## src/rtl/div_unit.sv

```systemverilog
// Multicycle signed restoring divider: one shift-subtract step per clock,
// with sign fix-up and divide-by-zero / overflow flagging after the last step.
module div_unit #(
    parameter int WIDTH = 32,
    parameter int CNT_W = 6
) (
    input  logic             clock,
    input  logic             reset,
    input  logic             ctrl_DIV,
    input  logic [WIDTH-1:0] data_operandA,
    input  logic [WIDTH-1:0] data_operandB,
    output logic [WIDTH-1:0] data_result,
    output logic [WIDTH-1:0] data_remainder,
    output logic             data_exception,
    output logic             data_resultRDY,
    output logic             busy
);

    localparam logic [1:0] IDLE = 2'd0;
    localparam logic [1:0] RUN  = 2'd1;
    localparam logic [1:0] FIX  = 2'd2;
    localparam logic [1:0] DONE = 2'd3;

    localparam logic [WIDTH-1:0] MOST_NEG = {1'b1, {(WIDTH-1){1'b0}}};

    logic [1:0]       state;
    logic [CNT_W-1:0] cnt;
    logic [WIDTH-1:0] abs_b;
    logic [WIDTH-1:0] rem_q;
    logic [WIDTH-1:0] quo_q;
    logic             neg_q;
    logic             neg_r;
    logic             div_zero;
    logic             ovf;

    logic [WIDTH-1:0] abs_a;
    logic [WIDTH-1:0] abs_b_in;
    logic [WIDTH:0]   trial;

    // The most negative operand keeps its own bit pattern here, which is its correct unsigned magnitude.
    assign abs_a    = data_operandA[WIDTH-1] ? -data_operandA : data_operandA;
    assign abs_b_in = data_operandB[WIDTH-1] ? -data_operandB : data_operandB;
    assign trial    = {rem_q, quo_q[WIDTH-1]} - {1'b0, abs_b};

    assign data_resultRDY = (state == DONE);
    assign busy           = (state != IDLE);

    always_ff @(posedge clock or posedge reset) begin
        if (reset) begin
            state          <= IDLE;
            cnt            <= '0;
            abs_b          <= '0;
            rem_q          <= '0;
            quo_q          <= '0;
            neg_q          <= 1'b0;
            neg_r          <= 1'b0;
            div_zero       <= 1'b0;
            ovf            <= 1'b0;
            data_result    <= '0;
            data_remainder <= '0;
            data_exception <= 1'b0;
        end else if (ctrl_DIV) begin
            // A start always wins, silently abandoning any operation in flight.
            state    <= RUN;
            cnt      <= '0;
            abs_b    <= abs_b_in;
            rem_q    <= '0;
            quo_q    <= abs_a;
            neg_q    <= data_operandA[WIDTH-1] ^ data_operandB[WIDTH-1];
            neg_r    <= data_operandA[WIDTH-1];
            div_zero <= (data_operandB == '0);
            ovf      <= (data_operandA == MOST_NEG) && (data_operandB == '1);
        end else begin
            case (state)
                RUN: begin
                    if (!trial[WIDTH]) begin
                        rem_q <= trial[WIDTH-1:0];
                    end else begin
                        rem_q <= {rem_q[WIDTH-2:0], quo_q[WIDTH-1]};
                    end
                    quo_q <= {quo_q[WIDTH-2:0], ~trial[WIDTH]};
                    cnt   <= cnt + 1'b1;
                    if (cnt == CNT_W'(WIDTH - 1)) begin
                        state <= FIX;
                    end
                end
                FIX: begin
                    if (div_zero || ovf) begin
                        data_result    <= '0;
                        data_remainder <= '0;
                        data_exception <= 1'b1;
                    end else begin
                        data_result    <= neg_q ? -quo_q : quo_q;
                        data_remainder <= neg_r ? -rem_q : rem_q;
                        data_exception <= 1'b0;
                    end
                    state <= DONE;
                end
                DONE:    state <= IDLE;
                default: state <= IDLE;
            endcase
        end
    end

endmodule

```

## config.mk

```make
export PLATFORM = sky130hd
export DESIGN_NAME = div_unit
export DESIGN_NICKNAME = d
export VERILOG_FILES = /design/src/rtl/div_unit.sv
export SDC_FILE = /design/constraint.sdc
export NUM_CORES = 1
export LEC_CHECK = 0
export BUFFER_PORTS_ARGS = -buffer_cell sky130_fd_sc_hd__clkbuf_2
export CAP_MARGIN = 20
export CORE_UTILIZATION = 50
export CTS_CLUSTER_DIAMETER = 80
export DETAILED_ROUTE_END_ITERATION = 10
export GPL_TIMING_DRIVEN = 0
export HOLD_SLACK_MARGIN = 0.03
export PLACE_DENSITY = 0.7
export RECOVER_POWER = 25
export SETUP_SLACK_MARGIN = 0.05
export SLEW_MARGIN = 20
export SYNTH_ARGS = -nofsm -noshare
export SYNTH_HDL_FRONTEND = slang
export SYNTH_SLANG_ARGS = --single-unit
```

## constraint.sdc

```tcl
create_clock -name clock -period 15.8 [get_ports clock]
set_clock_uncertainty 0.05 [all_clocks]
set_input_delay 3.16 -clock clock [delete_from_list [all_inputs] [get_ports clock]]
set_output_delay 3.16 -clock clock [all_outputs]
set_load 0.02 [all_outputs]
```

# Word-level counts from Yosys, hierarchy flattened
# Index checks and enable logic that the tools add are counted.
dict set report totals {
  reg_bits 173
  out_inout_bits 67
  word_cells 51
}
dict set report classes {
  add_sub_neg 6
  n_eq_ne 7
  muxes 17
  n_bitwise 3
  n_reduce_logical 6
}
# op count
set op_table {}
lappend op_table {{2-to-1 mux 32 bit} 11}
lappend op_table {{negator 32 bit} 4}
lappend op_table {{equality test 32 bit (second input constant)} 2}
lappend op_table {{subtractor 33 x 32 -> 33 bit} 1}
lappend op_table {{zero test 32 bit} 1}
lappend op_table {{2-to-1 mux 6 bit} 2}
lappend op_table {{adder 6 x 1 -> 6 bit (second input constant)} 1}
lappend op_table {{equality test 6 x 5 -> 1 bit (second input constant)} 1}
lappend op_table {{equality test 2 bit (second input constant)} 2}
lappend op_table {{2-to-1 mux 2 bit} 2}
lappend op_table {{case mux 2 bit (2 select lines)} 1}
lappend op_table {{nonzero test 2 bit} 2}
lappend op_table {{!= test 3 bit (second input constant)} 1}
lappend op_table {{equality test 2 x 1 -> 1 bit (second input constant)} 1}
lappend op_table {{NOT 1 bit} 2}
lappend op_table {{AND reduction 2 bit} 1}
lappend op_table {{logical AND 1 bit} 1}
lappend op_table {{logical OR 1 bit} 1}
lappend op_table {{2-to-1 mux 1 bit} 1}
lappend op_table {{bitwise XOR 1 bit} 1}

# Logic depth before layout (Yosys ltp)
dict set report depth {
  word_depth 4
  ltp_mapped 14
  depth_no_buf 12
}

# Worst setup path before layout
# No wires, ideal clock.
dict set report synth_path {
  kind {input port to flip-flop}
  from {input port data_operandA[1]}
  to {register quo_q[29]}
  setup_ps 137
  arrival_ps 5642
  setup_slack_ps 9971
  cell_stages 9
  cell_sequence {or4_1 or4_1 or4_1 nand2b_1 nand2b_1 nand2b_1 o41ai_1 xor2_1 a21oi_1}
}
dict set report synth_between {
  elab_chain_cells 3
}
# element line_no
set synth_lines {}
lappend synth_lines {{from (decl)} 10} ;# input logic [WIDTH-1:0] data_operandA,
lappend synth_lines {{negator 32 bit} 41} ;# assign abs_a = data_operandA[WIDTH-1] ? -data_operandA : data_operandA;
lappend synth_lines {{2-to-1 mux 32 bit} 41}
lappend synth_lines {{2-to-1 mux 32 bit} 62} ;# end else if (ctrl_DIV) begin
lappend synth_lines {{to (signal assigned)} 68} ;# quo_q <= abs_a;
lappend synth_lines {{to (signal assigned)} 81} ;# quo_q <= {quo_q[WIDTH-2:0], ~trial[WIDTH]};
lappend synth_lines {{to (decl)} 30} ;# logic [WIDTH-1:0] quo_q;
# No other way between the ends.
# A chain may end at the register's enable or synchronous reset.

# Final worst setup path
# Ends and elaborated chain as after synthesis.

==> run summary <==
====================================================================================================
Via density per instance ..............................................................         5.78
Fin crit period .......................................................................      5850 ps
Height of the die .....................................................................       153 um
Ant diodes ............................................................................            0
Result of the run ..................................................................... finished, violations left
Total negative setup slack ............................................................         0 ps
Crit-path cells ....................................................................... clkbuf_2, or4_1, or4_1, or4_1, nand2b_1, nand2b_1, nand2b_1, o41ai_1, xor2_1, a21oi_1
GRT overflow ..........................................................................            0
DR vias ...............................................................................       10,100
Crit. path cell count .................................................................           10
Final weighted congestion of routability-driven global placement ......................        0.912
Fraction of final layout cells with drive strength greater than 1 .....................        12.7%
Max-Cap Viols .........................................................................            1
First-pass GRT wire length ............................................................    50,200 um
Yosys warnings ........................................................................            0
Number of gates resized after cts .....................................................            0
Initial cell density of the core ......................................................        51.5%
Power per unit of standard cell area ..................................................   179 nW/um2
Level count of the clock H-tree .......................................................            4
Worst setup path startpoint ........................................................... data_operandA[1]
Worst rel slew slack ..................................................................        -108%
Post-layout net count .................................................................        1,566
Antenna-violating nets left ...........................................................            0
Most used standard cells in the synthesized netlist ................................... 173 x sky130_fd_sc_hd__dfrtp_1, 149 x sky130_fd_sc_hd__nand2_1, 147 x sky130_fd_sc_hd__o21ai_0
Commonest register cell after synthesis ............................................... sky130_fd_sc_hd__dfrtp_1
CTS Hold Bufs .........................................................................            0
Fill cell total of the finished layout ................................................        2,011
Setup slack of the most critical reg-to-reg path ......................................    10,950 ps
Critical Path AT ......................................................................      6100 ps
Reg-to-reg startpoint ................................................................. rem_q[0]$_DFFE_PP0P_
Endpoint of the most critical register-to-register path ............................... rem_q[9]$_DFFE_PP0P_
Initial antenna violation count .......................................................            0
CTS Root Cell ......................................................................... sky130_fd_sc_hd__clkbuf_16
Number of buffer cells added on primary ports .........................................          133
Final max-slew violation count ........................................................           70
Standby leakage power .................................................................      5.95 nW
Number of buffers between clock root and the deepest sink .............................            2
Busiest layer in global routing .......................................................         met2
Largest delay share family, worst path ................................................ simple AND/OR/NAND/NOR gates
Violations in the final reports ....................................................... DRC, capacitance limit, slew limit
Max Fclk ..............................................................................      171 MHz
GRT met2 Usage ........................................................................        40.5%
Crit path to .......................................................................... quo_q[29]$_DFFE_PP0P_
Pin count of the biggest net entering global routing ..................................          105
Main area contributors after synthesis ................................................ sky130_fd_sc_hd__dfrtp_1 38%, sky130_fd_sc_hd__xor2_1 7.2%, sky130_fd_sc_hd__o21ai_0 6.5%
Post-detailed-route DRC marker count ..................................................            5
Aggregate global-route resource usage .................................................        27.0%
Setup violation total in the final timing report ......................................            0
End-of-flow core utilization ..........................................................        59.1%
Met1 capacity usage during global routing .............................................        39.2%
Total clock buffers created by CTS ....................................................           17
EDFF count, synth .....................................................................            0
Class of the tightest hold or removal check ........................................... register to register
Capturing element type of the critical path ...........................................     register
Number of hold violations in the final report .........................................            0
Clock-pin slew reported for the worst setup and hold paths after clock tree synthesis .        60 ps
Number of clock sinks .................................................................          173
Maximum net fanout on the critical path ...............................................            4
Critical path data required time ......................................................    16,040 ps
Iteration count of the initial detailed-routing pass ..................................           11
Met3 GRT Util .........................................................................        5.63%
Proportion of synthesized chip area in sequential cells ...............................        38.1%
I/O pin total .........................................................................          134
Largest area contributor in the synthesized netlist ................................... sky130_fd_sc_hd__dfrtp_1
Dominant cell by count in the synthesized netlist ..................................... sky130_fd_sc_hd__dfrtp_1
Per-cell routed wire length ...........................................................      17.5 um
Wire length reported by the detailed router ...........................................    30,600 um
Die outline width .....................................................................       153 um
Synthesized instance count ............................................................        1,303
Post-route fraction of the period consumed by the critical path .......................        37.1%
Slew at the pin closest to its max-slew limit .........................................      3100 ps
Worst path max stage delay ............................................................       560 ps
Post-Syn Area per Cell ................................................................     8.73 um2
CTS tree ..............................................................................         done
Placement row count ...................................................................           54
Core Region ...........................................................................   22,100 um2
Peak supply drop ......................................................................  0.0000739 V
Cell Area, Synth ......................................................................   11,400 um2
Post-CTS setup-driven buffer insertion count ..........................................            0
Worst Reg2Reg Path Length in Cells ....................................................           12
Unrepaired setup endpoints after global routing .......................................        false
HPWL Detailed .........................................................................    23,500 um
Post-synth top area share .............................................................        38.1%
Crit path launch type .................................................................   input port
Number of nets produced by synthesis ..................................................        1,413
Cell at the slowest stage of the critical path ........................................ sky130_fd_sc_hd__or4_1
Latest clock arrival within the worst-skew pair .......................................       430 ps
Iteration-0 DRC Markers ...............................................................          749
Buffer and inverter count on the worst path ...........................................            1
Die area ..............................................................................   23,300 um2
Vias in the first global route ........................................................        9,822
Register bit count reported by yosys ..................................................          173
Area growth, synth to finish ..........................................................        14.8%
Count of unique library cells instantiated by Yosys ...................................           59
Async set-reset flop share out of synthesis ...........................................         100%
Critical setup path kind .............................................................. input port to register
====================================================================================================
[per-stage QoR]
| stage | power [W] | setup WS, ps | instances | instance area [um2] | hold slack (ps) |
|---|---|---|---|---|---|
| after global routing | 0.00251 | 9720 | 1747 | 13100 | 447 |
| after floorplan | 0.00154 | 7900 | 1303 | 11400 | 437 |
| final | 0.00234 | 9950 | 1747 | 13100 | 427 |
| after CTS | 0.00233 | 9970 | 1747 | 13100 | 433 |
| after detailed placement | 0.00187 | 9540 | 1717 | 12400 | 419 |
| after global placement | 0.00184 | 6030 | 1716 | 12400 | 412 |
[worst reg2reg max path, cell delays in order (launching register included)]
cell	delay [ps]
sky130_fd_sc_hd__dfrtp_1	440
sky130_fd_sc_hd__inv_1	180
sky130_fd_sc_hd__fa_1	470
sky130_fd_sc_hd__nand2b_1	190
sky130_fd_sc_hd__a211oi_1	290
sky130_fd_sc_hd__o31ai_1	230
sky130_fd_sc_hd__a2111oi_0	810
sky130_fd_sc_hd__nor4_1	120
sky130_fd_sc_hd__nor4_1	860
sky130_fd_sc_hd__buf_2	410
sky130_fd_sc_hd__buf_2	280
sky130_fd_sc_hd__o21ai_0	130
sky130_fd_sc_hd__o31a_1	270
[placed cells by master (no fill, tap or decap), drive strengths merged, types with 2 or more instances in the layout]
master | Yosys | final
clkbuf | 63 | 215
dfrtp | 173 | 173
nand2 | 149 | 149
o21ai | 149 | 149
xor2 | 93 | 93
nor2 | 91 | 91
a21oi | 68 | 68
inv | 60 | 63
mux2i | 58 | 58
xnor2 | 57 | 57
ha | 42 | 42
a211oi | 37 | 37
o31ai | 34 | 34
or4 | 24 | 24
nand2b | 22 | 22
o41ai | 21 | 21
nor4 | 18 | 18
or3 | 15 | 15
nand3 | 15 | 15
nand4 | 14 | 14
a21o | 12 | 12
buf | 11 | 12
nor2b | 10 | 10
nor3 | 7 | 7
a31oi | 6 | 6
o22ai | 6 | 6
and3 | 5 | 5
o211ai | 4 | 4
bufinv | 0 | 4
a311oi | 3 | 3
o21a | 3 | 3
o21bai | 3 | 3
nor3b | 3 | 3
mux2 | 3 | 3
clkinvlp | 0 | 3
and4 | 2 | 2
o31a | 2 | 2
a31o | 2 | 2
nand3b | 2 | 2
[flip-flops by register name (all words and copies together), names as in the netlist, 2 cells and up]
| signal | count |
|---|---|
| abs_b | 32 |
| cnt | 6 |
| data_remainder | 32 |
| data_result | 32 |
| quo_q | 32 |
| rem_q | 32 |
| state | 2 |
[per-layer routing]
layer,wire length (um),share of wire (%),up-vias
li1,-,-,4937
met4,465,1.5,0
met5,0,0,-
met1,14800,48,4757
met2,13100,43,356
met3,2270,7.4,41
[how the worst min path moves through the flow]
stage	startpoint	end	slack, ps	cells past startpoint
2_1_floorplan	abs_b[0]$_DFFE_PP0P_	abs_b[0]$_DFFE_PP0P_	440	1
3_3_place_gp	data_remainder[30]$_DFFE_PP0P_	data_remainder[30]$_DFFE_PP0P_	410	2
3_5_place_dp	data_remainder[25]$_DFFE_PP0P_	data_remainder[25]$_DFFE_PP0P_	420	2
4_1_cts	data_remainder[25]$_DFFE_PP0P_	data_remainder[25]$_DFFE_PP0P_	430	2
5_1_grt	data_result[27]$_DFFE_PP0P_	data_result[27]$_DFFE_PP0P_	450	2
6_report	data_result[30]$_DFFE_PP0P_	data_result[30]$_DFFE_PP0P_	430	2
[report_power, final]
part	internal [W]	total, W	switching [W]
Clock	0.000274	0.000456	0.000182
Sequential	0.000592	0.000768	0.000177
Combinational	0.000433	0.00111	0.000678
Total	0.00130	0.00234	0.00104
[cell type report]
type / count / area (um2) / share of cell area [%]
inverter: 60 / 226 / 1.74
sequential: 173 / 4330 / 33.2
tap: 280 / 350 / 2.68
multi-input combinational: 996 / 6530 / 50.1
buffer: 74 / 283 / 2.17
clock inverter: 11 / 181 / 1.39
timing repair buffer: 134 / 693 / 5.31
clock buffer: 19 / 453 / 3.47
[logic make-up after synthesis]
kind of cell,after synthesis,synth area share [%]
multiplexers,61,5.40
flip-flops,173,38.1
XOR/XNOR,150,11.6
buffers and inverters,134,4.47
AO/OA/AOI/OAI,360,19.5
AND/OR/NAND/NOR,382,16.2
adder cells (fa/ha/maj),43,4.80
(Power assumes the default switching activity.)
